$ cat config.mk
export PLATFORM = sky130hd
export DESIGN_NAME = ws2811_frame_ctrl
export DESIGN_NICKNAME = d
export VERILOG_FILES = /design/src/rtl/ws2811_frame_ctrl.sv
export SDC_FILE = /design/constraint.sdc
export NUM_CORES = 1
export LEC_CHECK = 0
export ABC_AREA = 1
export BUFFER_PORTS_ARGS = -buffer_cell sky130_fd_sc_hd__buf_2
export CAP_MARGIN = 20
export CELL_PAD_IN_SITES_DETAIL_PLACEMENT = 0
export CELL_PAD_IN_SITES_GLOBAL_PLACEMENT = 1
export CORE_UTILIZATION = 40
export DETAILED_ROUTE_END_ITERATION = 10
export GPL_TIMING_DRIVEN = 1
export PLACE_DENSITY_LB_ADDON = 0.1
export SYNTH_ARGS = -nofsm -noshare
export SYNTH_HDL_FRONTEND = slang
export SYNTH_HIERARCHICAL = 1
export SYNTH_SLANG_ARGS = --single-unit
export TNS_END_PERCENT = 50
$ cat constraint.sdc
create_clock -name clk -period 2.3 [get_ports clk]
set_input_delay 0.115 -clock clk [delete_from_list [all_inputs] [get_ports clk]]
set_output_delay 0.115 -clock clk [all_outputs]
set_load 0.005 [all_outputs]
$ cat src/rtl/ws2811_frame_ctrl.sv
// WS2811 frame controller: walks the frame buffer one pixel at a time, optionally gamma
// corrects each channel, hands {G,R,B} words to the serializer, then holds the latch gap.
module ws2811_gamma (
   input  logic [7:0] din,
   output logic [7:0] dout
);
   // round(255 * (x/255)^2.8)
   localparam logic [7:0] LUT [256] = '{
      8'd0,   8'd0,   8'd0,   8'd0,   8'd0,   8'd0,   8'd0,   8'd0,   8'd0,   8'd0,   8'd0,   8'd0,   8'd0,   8'd0,   8'd0,   8'd0,
      8'd0,   8'd0,   8'd0,   8'd0,   8'd0,   8'd0,   8'd0,   8'd0,   8'd0,   8'd0,   8'd0,   8'd0,   8'd1,   8'd1,   8'd1,   8'd1,
      8'd1,   8'd1,   8'd1,   8'd1,   8'd1,   8'd1,   8'd1,   8'd1,   8'd1,   8'd2,   8'd2,   8'd2,   8'd2,   8'd2,   8'd2,   8'd2,
      8'd2,   8'd3,   8'd3,   8'd3,   8'd3,   8'd3,   8'd3,   8'd3,   8'd4,   8'd4,   8'd4,   8'd4,   8'd4,   8'd5,   8'd5,   8'd5,
      8'd5,   8'd6,   8'd6,   8'd6,   8'd6,   8'd7,   8'd7,   8'd7,   8'd7,   8'd8,   8'd8,   8'd8,   8'd9,   8'd9,   8'd9,   8'd10,
      8'd10,  8'd10,  8'd11,  8'd11,  8'd11,  8'd12,  8'd12,  8'd13,  8'd13,  8'd13,  8'd14,  8'd14,  8'd15,  8'd15,  8'd16,  8'd16,
      8'd17,  8'd17,  8'd18,  8'd18,  8'd19,  8'd19,  8'd20,  8'd20,  8'd21,  8'd21,  8'd22,  8'd22,  8'd23,  8'd24,  8'd24,  8'd25,
      8'd25,  8'd26,  8'd27,  8'd27,  8'd28,  8'd29,  8'd29,  8'd30,  8'd31,  8'd32,  8'd32,  8'd33,  8'd34,  8'd35,  8'd35,  8'd36,
      8'd37,  8'd38,  8'd39,  8'd39,  8'd40,  8'd41,  8'd42,  8'd43,  8'd44,  8'd45,  8'd46,  8'd47,  8'd48,  8'd49,  8'd50,  8'd50,
      8'd51,  8'd52,  8'd54,  8'd55,  8'd56,  8'd57,  8'd58,  8'd59,  8'd60,  8'd61,  8'd62,  8'd63,  8'd64,  8'd66,  8'd67,  8'd68,
      8'd69,  8'd70,  8'd72,  8'd73,  8'd74,  8'd75,  8'd77,  8'd78,  8'd79,  8'd81,  8'd82,  8'd83,  8'd85,  8'd86,  8'd87,  8'd89,
      8'd90,  8'd92,  8'd93,  8'd95,  8'd96,  8'd98,  8'd99,  8'd101, 8'd102, 8'd104, 8'd105, 8'd107, 8'd109, 8'd110, 8'd112, 8'd114,
      8'd115, 8'd117, 8'd119, 8'd120, 8'd122, 8'd124, 8'd126, 8'd127, 8'd129, 8'd131, 8'd133, 8'd135, 8'd137, 8'd138, 8'd140, 8'd142,
      8'd144, 8'd146, 8'd148, 8'd150, 8'd152, 8'd154, 8'd156, 8'd158, 8'd160, 8'd162, 8'd164, 8'd167, 8'd169, 8'd171, 8'd173, 8'd175,
      8'd177, 8'd180, 8'd182, 8'd184, 8'd186, 8'd189, 8'd191, 8'd193, 8'd196, 8'd198, 8'd200, 8'd203, 8'd205, 8'd208, 8'd210, 8'd213,
      8'd215, 8'd218, 8'd220, 8'd223, 8'd225, 8'd228, 8'd231, 8'd233, 8'd236, 8'd239, 8'd241, 8'd244, 8'd247, 8'd249, 8'd252, 8'd255
   };

   assign dout = LUT[din];
endmodule

module ws2811_frame_ctrl #(
   parameter int NUM_PIXELS   = 256,
   parameter int ADDR_W       = 8,
   parameter int LATCH_CYCLES = 2500
) (
   input  logic              clk,
   input  logic              rst,
   input  logic              start,
   input  logic              gamma_en,
   output logic              busy,
   output logic              done,
   output logic              fb_rd,
   output logic [ADDR_W-1:0] fb_addr,
   input  logic [23:0]       fb_data,
   output logic [23:0]       px_data,
   output logic              px_valid,
   input  logic              px_ready,
   input  logic              ser_idle,
   output logic [2:0]        state_dbg
);
   // px_valid/px_ready: a word transfers on any clock where both are 1; once raised,
   // px_valid and px_data stay put until that transfer happens.
   typedef enum logic [2:0] {
      S_IDLE    = 3'd0,
      S_FETCH   = 3'd1,
      S_WAIT    = 3'd2,
      S_PRESENT = 3'd3,
      S_LATCH   = 3'd4,
      S_DONE    = 3'd5
   } state_t;

   localparam int CNT_W = (LATCH_CYCLES > 1) ? $clog2(LATCH_CYCLES) : 1;
   localparam logic [CNT_W-1:0]  LAST_CNT  = CNT_W'(LATCH_CYCLES - 1);
   localparam logic [ADDR_W-1:0] LAST_ADDR = ADDR_W'(NUM_PIXELS - 1);

   state_t           state, state_n;
   logic [CNT_W-1:0] lcnt;
   logic             gamma_en_r;
   logic             hs, last;
   logic [7:0]       g_r, g_g, g_b;
   logic [7:0]       c_r, c_g, c_b;

   ws2811_gamma u_gamma_r (.din(fb_data[23:16]), .dout(g_r));
   ws2811_gamma u_gamma_g (.din(fb_data[15:8]),  .dout(g_g));
   ws2811_gamma u_gamma_b (.din(fb_data[7:0]),   .dout(g_b));

   assign c_r       = gamma_en_r ? g_r : fb_data[23:16];
   assign c_g       = gamma_en_r ? g_g : fb_data[15:8];
   assign c_b       = gamma_en_r ? g_b : fb_data[7:0];
   assign hs        = (state == S_PRESENT) && px_valid && px_ready;
   assign last      = (fb_addr == LAST_ADDR);
   assign state_dbg = state;

   always_comb begin
      state_n = state;
      case (state)
         S_IDLE:    if (start) state_n = S_FETCH;
         S_FETCH:   state_n = S_WAIT;
         S_WAIT:    state_n = S_PRESENT;
         S_PRESENT: if (hs) state_n = last ? S_LATCH : S_FETCH;
         S_LATCH:   if (ser_idle && (lcnt == LAST_CNT)) state_n = S_DONE;
         S_DONE:    state_n = S_IDLE;
         default:   state_n = S_IDLE;
      endcase
   end

   // Strobes are registered from the next state so they line up with the state they belong to.
   always_ff @(posedge clk) begin
      if (rst) begin
         state      <= S_IDLE;
         busy       <= 1'b0;
         done       <= 1'b0;
         fb_rd      <= 1'b0;
         px_valid   <= 1'b0;
         fb_addr    <= '0;
         px_data    <= '0;
         gamma_en_r <= 1'b0;
         lcnt       <= '0;
      end else begin
         state    <= state_n;
         busy     <= (state_n != S_IDLE);
         done     <= (state_n == S_DONE);
         fb_rd    <= (state_n == S_FETCH);
         px_valid <= (state_n == S_PRESENT);

         if ((state == S_IDLE) && start) begin
            gamma_en_r <= gamma_en;
            fb_addr    <= '0;
         end
         if (hs && !last) fb_addr <= fb_addr + ADDR_W'(1);
         if (state == S_WAIT) px_data <= {c_g, c_r, c_b};

         // Only an unbroken run of idle cycles counts toward the latch gap.
         if ((state == S_LATCH) && ser_idle && (lcnt != LAST_CNT)) lcnt <= lcnt + CNT_W'(1);
         else lcnt <= '0;
      end
   end
endmodule
==> metrics.md <==
| Metric | Value |
|---|---|
| PortBufs | `68` |
| Mapped Cells | `roughly 1,200` |
| Hold Fails Final Rpt | `0` |
| Drc violations | `0` |
| Fin crit share | `between 70% and 80%` |
| Crit end category | `register` |
| Antenna violations before repair | `1` |
| R2R depth | `6` |
| Layout cells sized above 1 | `between 10% and 20%` |
| Layout Utilization | `45.6%` |
| Htree depth | `2` |
| Mapped Nets | `between 1,000 and 1,500` |
| Synthesis warning total | `6` |
| Max Fclk | `approximately 560 MHz` |
| Die Y | `133 µm` |
| Multi-input logic area | `roughly 5100 µm²` |
| Clock skew | `0.00420 ns` |
| Drt via density | `around 5.5` |
| Power Density | `slightly below 400 nW/µm²` |
| Die ar. | `around 18,000 µm²` |
| CP Max Fanout | `8` |
| Seq/Total Area, Yosys | `between 10% and 20%` |
| Post-CTS sizing | `0` |
| FF-to-FF Start | `state_dbg[1]$_SDFF_PP0_` |
| Gr usage total | `25.3%` |
| Slew HR | `a little under two thirds` |
| Area Growth Syn to Fin | `10.5%` |
| Setup tns final | `0 ns` |
| Filler instances | `~1,900` |
| Worst Hold Path EP | `gamma_en_r$_SDFFE_PP0P_` |
| Via Count | `around 8,200` |
| Overflow after GRT | `0` |
| Worst setup startpoint | `fb_data[0]` |
| Slew @ Worst Pin | `0.543 ns` |
| Largest net degree at the start of global routing | `28` |
| Hold path start | `gamma_en` |
| # setup viols final | `0` |
| Number of I/O pins | `a little under 70` |
| RSZ-0062 raised after global routing | `false` |
| FP Rows | `between 40 and 50` |
| Drt first pass iters | `6` |
| Die Width | `133 µm` |
| R2R setup slack | `approximately 0.72 ns` |
| ANT nets after route | `0` |
| Detailed placer's ending HPWL | `roughly 17,000 µm` |
| Number of max-cap violations | `0` |
| Peak VDD IR | `0.344 mV` |
| Hold depth | `3` |
| Mapped Area | `6900 µm²` |
| CTS tree | `built` |
| First-pass GRT wire length | `37,200 µm` |
| Starting Density | `41.3%` |
| Avg WL per Cell | `15.1 µm` |
| DRT Wirelength | `about 23,000 µm` |
| RD Place Congestion | `between 1 and 1.5` |
| Static leakage power | `~3.8 nW` |
| Critical path type | `primary input to register` |
| # hold bufs at CTS | `0` |
| Commonest non-fill, non-tap cell in the layout | `nand2_1` |
| Most frequent cells in the layout | `nand2_1, nand3_1, a21oi_1, nor2_1, inv_1` |
| Vias in the first global route | `approximately 7,500` |
| Post-CTS Setup Inserts | `0` |
| Synth Area per Inst | `~5.7 µm²` |
| Worst path required time | `between 2 and 2.5 ns` |
| Final slew viol count | `0` |
| Post-layout min period | `~1.8 ns` |
| Critical Path Source Type | `primary input` |
| Cts bufs inserted | `5` |
| Clk Latency, worst-skew pair | `~0.3 ns` |
| Min-Delay Path Class | `primary input to register` |
| CTS sink count | `52` |
| CTS Root Cell | `clkbuf_16` |
| Buffer depth of the longest clock path | `2` |
| Fin nets | `1,358` |
| Status | `finished, final reports clean` |
| Register area | `approximately 1000 µm²` |
| Yosys reg bits | `between 50 and 60` |
| Worst R2R End | `px_data[10]$_SDFFE_PP0N_` |
| Reg clk slew, reported paths | `approximately 0.070 ns` |
| Synth cell types | `38` |
| Worst EP arrival | `about 2 ns` |
| Core ar. | `approximately 17,000 µm²` |
| Drt initial violations | `817` |
==> per-stage QoR <==
step	power (mW)	hold WS, ns	std cells	setup slack, ns	instance area, µm²
after detailed placement	2.21	0.359	1482	0.202	7470
after floorplan	1.85	0.250	1207	0.629	6900
after global placement	2.23	0.354	1482	0.200	7470
after global routing	3.18	0.0587	1490	0.318	7620
after CTS	2.99	0.0458	1490	0.512	7620
final	2.97	0.0563	1491	0.504	7620
==> flip-flops by register name, indices dropped and copies added, names as in the netlist <==
name,flops
lcnt,12
px_valid,1
done,1
px_data,24
state_dbg,3
busy,1
gamma_en_r,1
fb_addr,8
fb_rd,1
==> where the power goes <==
group / total (mW) / internal [mW] / switching, mW
registers: 0.970 / 0.942 / 0.0278
clock network: 0.769 / 0.408 / 0.361
logic: 1.23 / 0.431 / 0.803
==> cell type report <==
| cell class | count | area share, % |
|---|---|---|
| sequential | 52 | 13.7 |
| clock buffer | 5 | 1.64 |
| clock inverter | 3 | 0.295 |
| multi-input combinational | 998 | 66.9 |
| timing repair buffer | 108 | 8.57 |
| tap | 220 | 3.61 |
| inverter | 104 | 5.28 |
| antenna | 1 | 0.0328 |
==> cell families (layout without fill, tap and decap cells) <==
logic type / count (synthesis) / count (layout) / synth area share [%]
and+or+nand+nor: 726 / 726 / 44.2
AOI/OAI and AO/OA: 186 / 186 / 14.7
buffers and inverters: 157 / 220 / 11.0
adders and majority gates: 59 / 59 / 10.7
DFF: 52 / 52 / 15.1
muxes: 24 / 24 / 3.92
xor gates and xnor gates: 3 / 3 / 0.381
other: 0 / 1 / 0
==> worst max-delay path: stages <==
cell and delay [ns]:
buf_2 0.16, inv_1 0.13, ha_1 0.37, inv_1 0.11, nand2_1 0.08, nand3_1 0.15
nand2_1 0.06, nor2_1 0.08, nor2_1 0.05, nor2_1 0.11, nand2_1 0.06, nand2_1 0.06
nand2_1 0.05, mux2_2 0.26, nand3_1 0.07, a21oi_1 0.06
==> how the worst max path moves through the flow <==
| stage | end | slack [ns] | depth (start not counted) |
|---|---|---|---|
| detailed placement | px_data[1]$_SDFFE_PP0N_ | 0.20 | 16 |
| CTS | px_data[1]$_SDFFE_PP0N_ | 0.51 | 16 |
| global route | px_data[1]$_SDFFE_PP0N_ | 0.32 | 17 |
| global placement | px_data[1]$_SDFFE_PP0N_ | 0.20 | 16 |
| floorplan | px_data[1]$_SDFFE_PP0N_ | 0.63 | 15 |
| finish | px_data[1]$_SDFFE_PP0N_ | 0.50 | 16 |
==> metal layers <==
layer  part of all wire [%]  vias to the layer above  global-route usage, %
li1                       -                     4076                      -
met1                     45                     3664                   34.6
met2                     44                      415                   40.3
met3                    8.7                       50                   4.19
met4                    2.2                        0                   7.89
met5                      0                        -                      0
==> Yosys cell counts, drive strengths merged <==
library cell | instances | area share [%]
ha | 59 | 11
o22ai | 4 | 0.36
dfxtp | 52 | 15
or2 | 3 | 0.27
xor2 | 2 | 0.25
o2111ai | 2 | 0.25
xnor2 | 1 | 0.13
a31oi | 3 | 0.27
o31ai | 6 | 0.65
nand3 | 144 | 10
nand4 | 13 | 1.2
inv | 104 | 5.8
nand3b | 2 | 0.22
nor2 | 102 | 6.4
mux2 | 24 | 3.9
and2 | 1 | 0.091
o211ai | 13 | 1.4
o21bai | 1 | 0.11
o21ai | 61 | 4.4
nand2 | 453 | 25
nor3 | 8 | 0.58
clkbuf | 4 | 0.22
buf | 49 | 4.9
a21oi | 96 | 7.2
(Power assumes the default switching activity.)
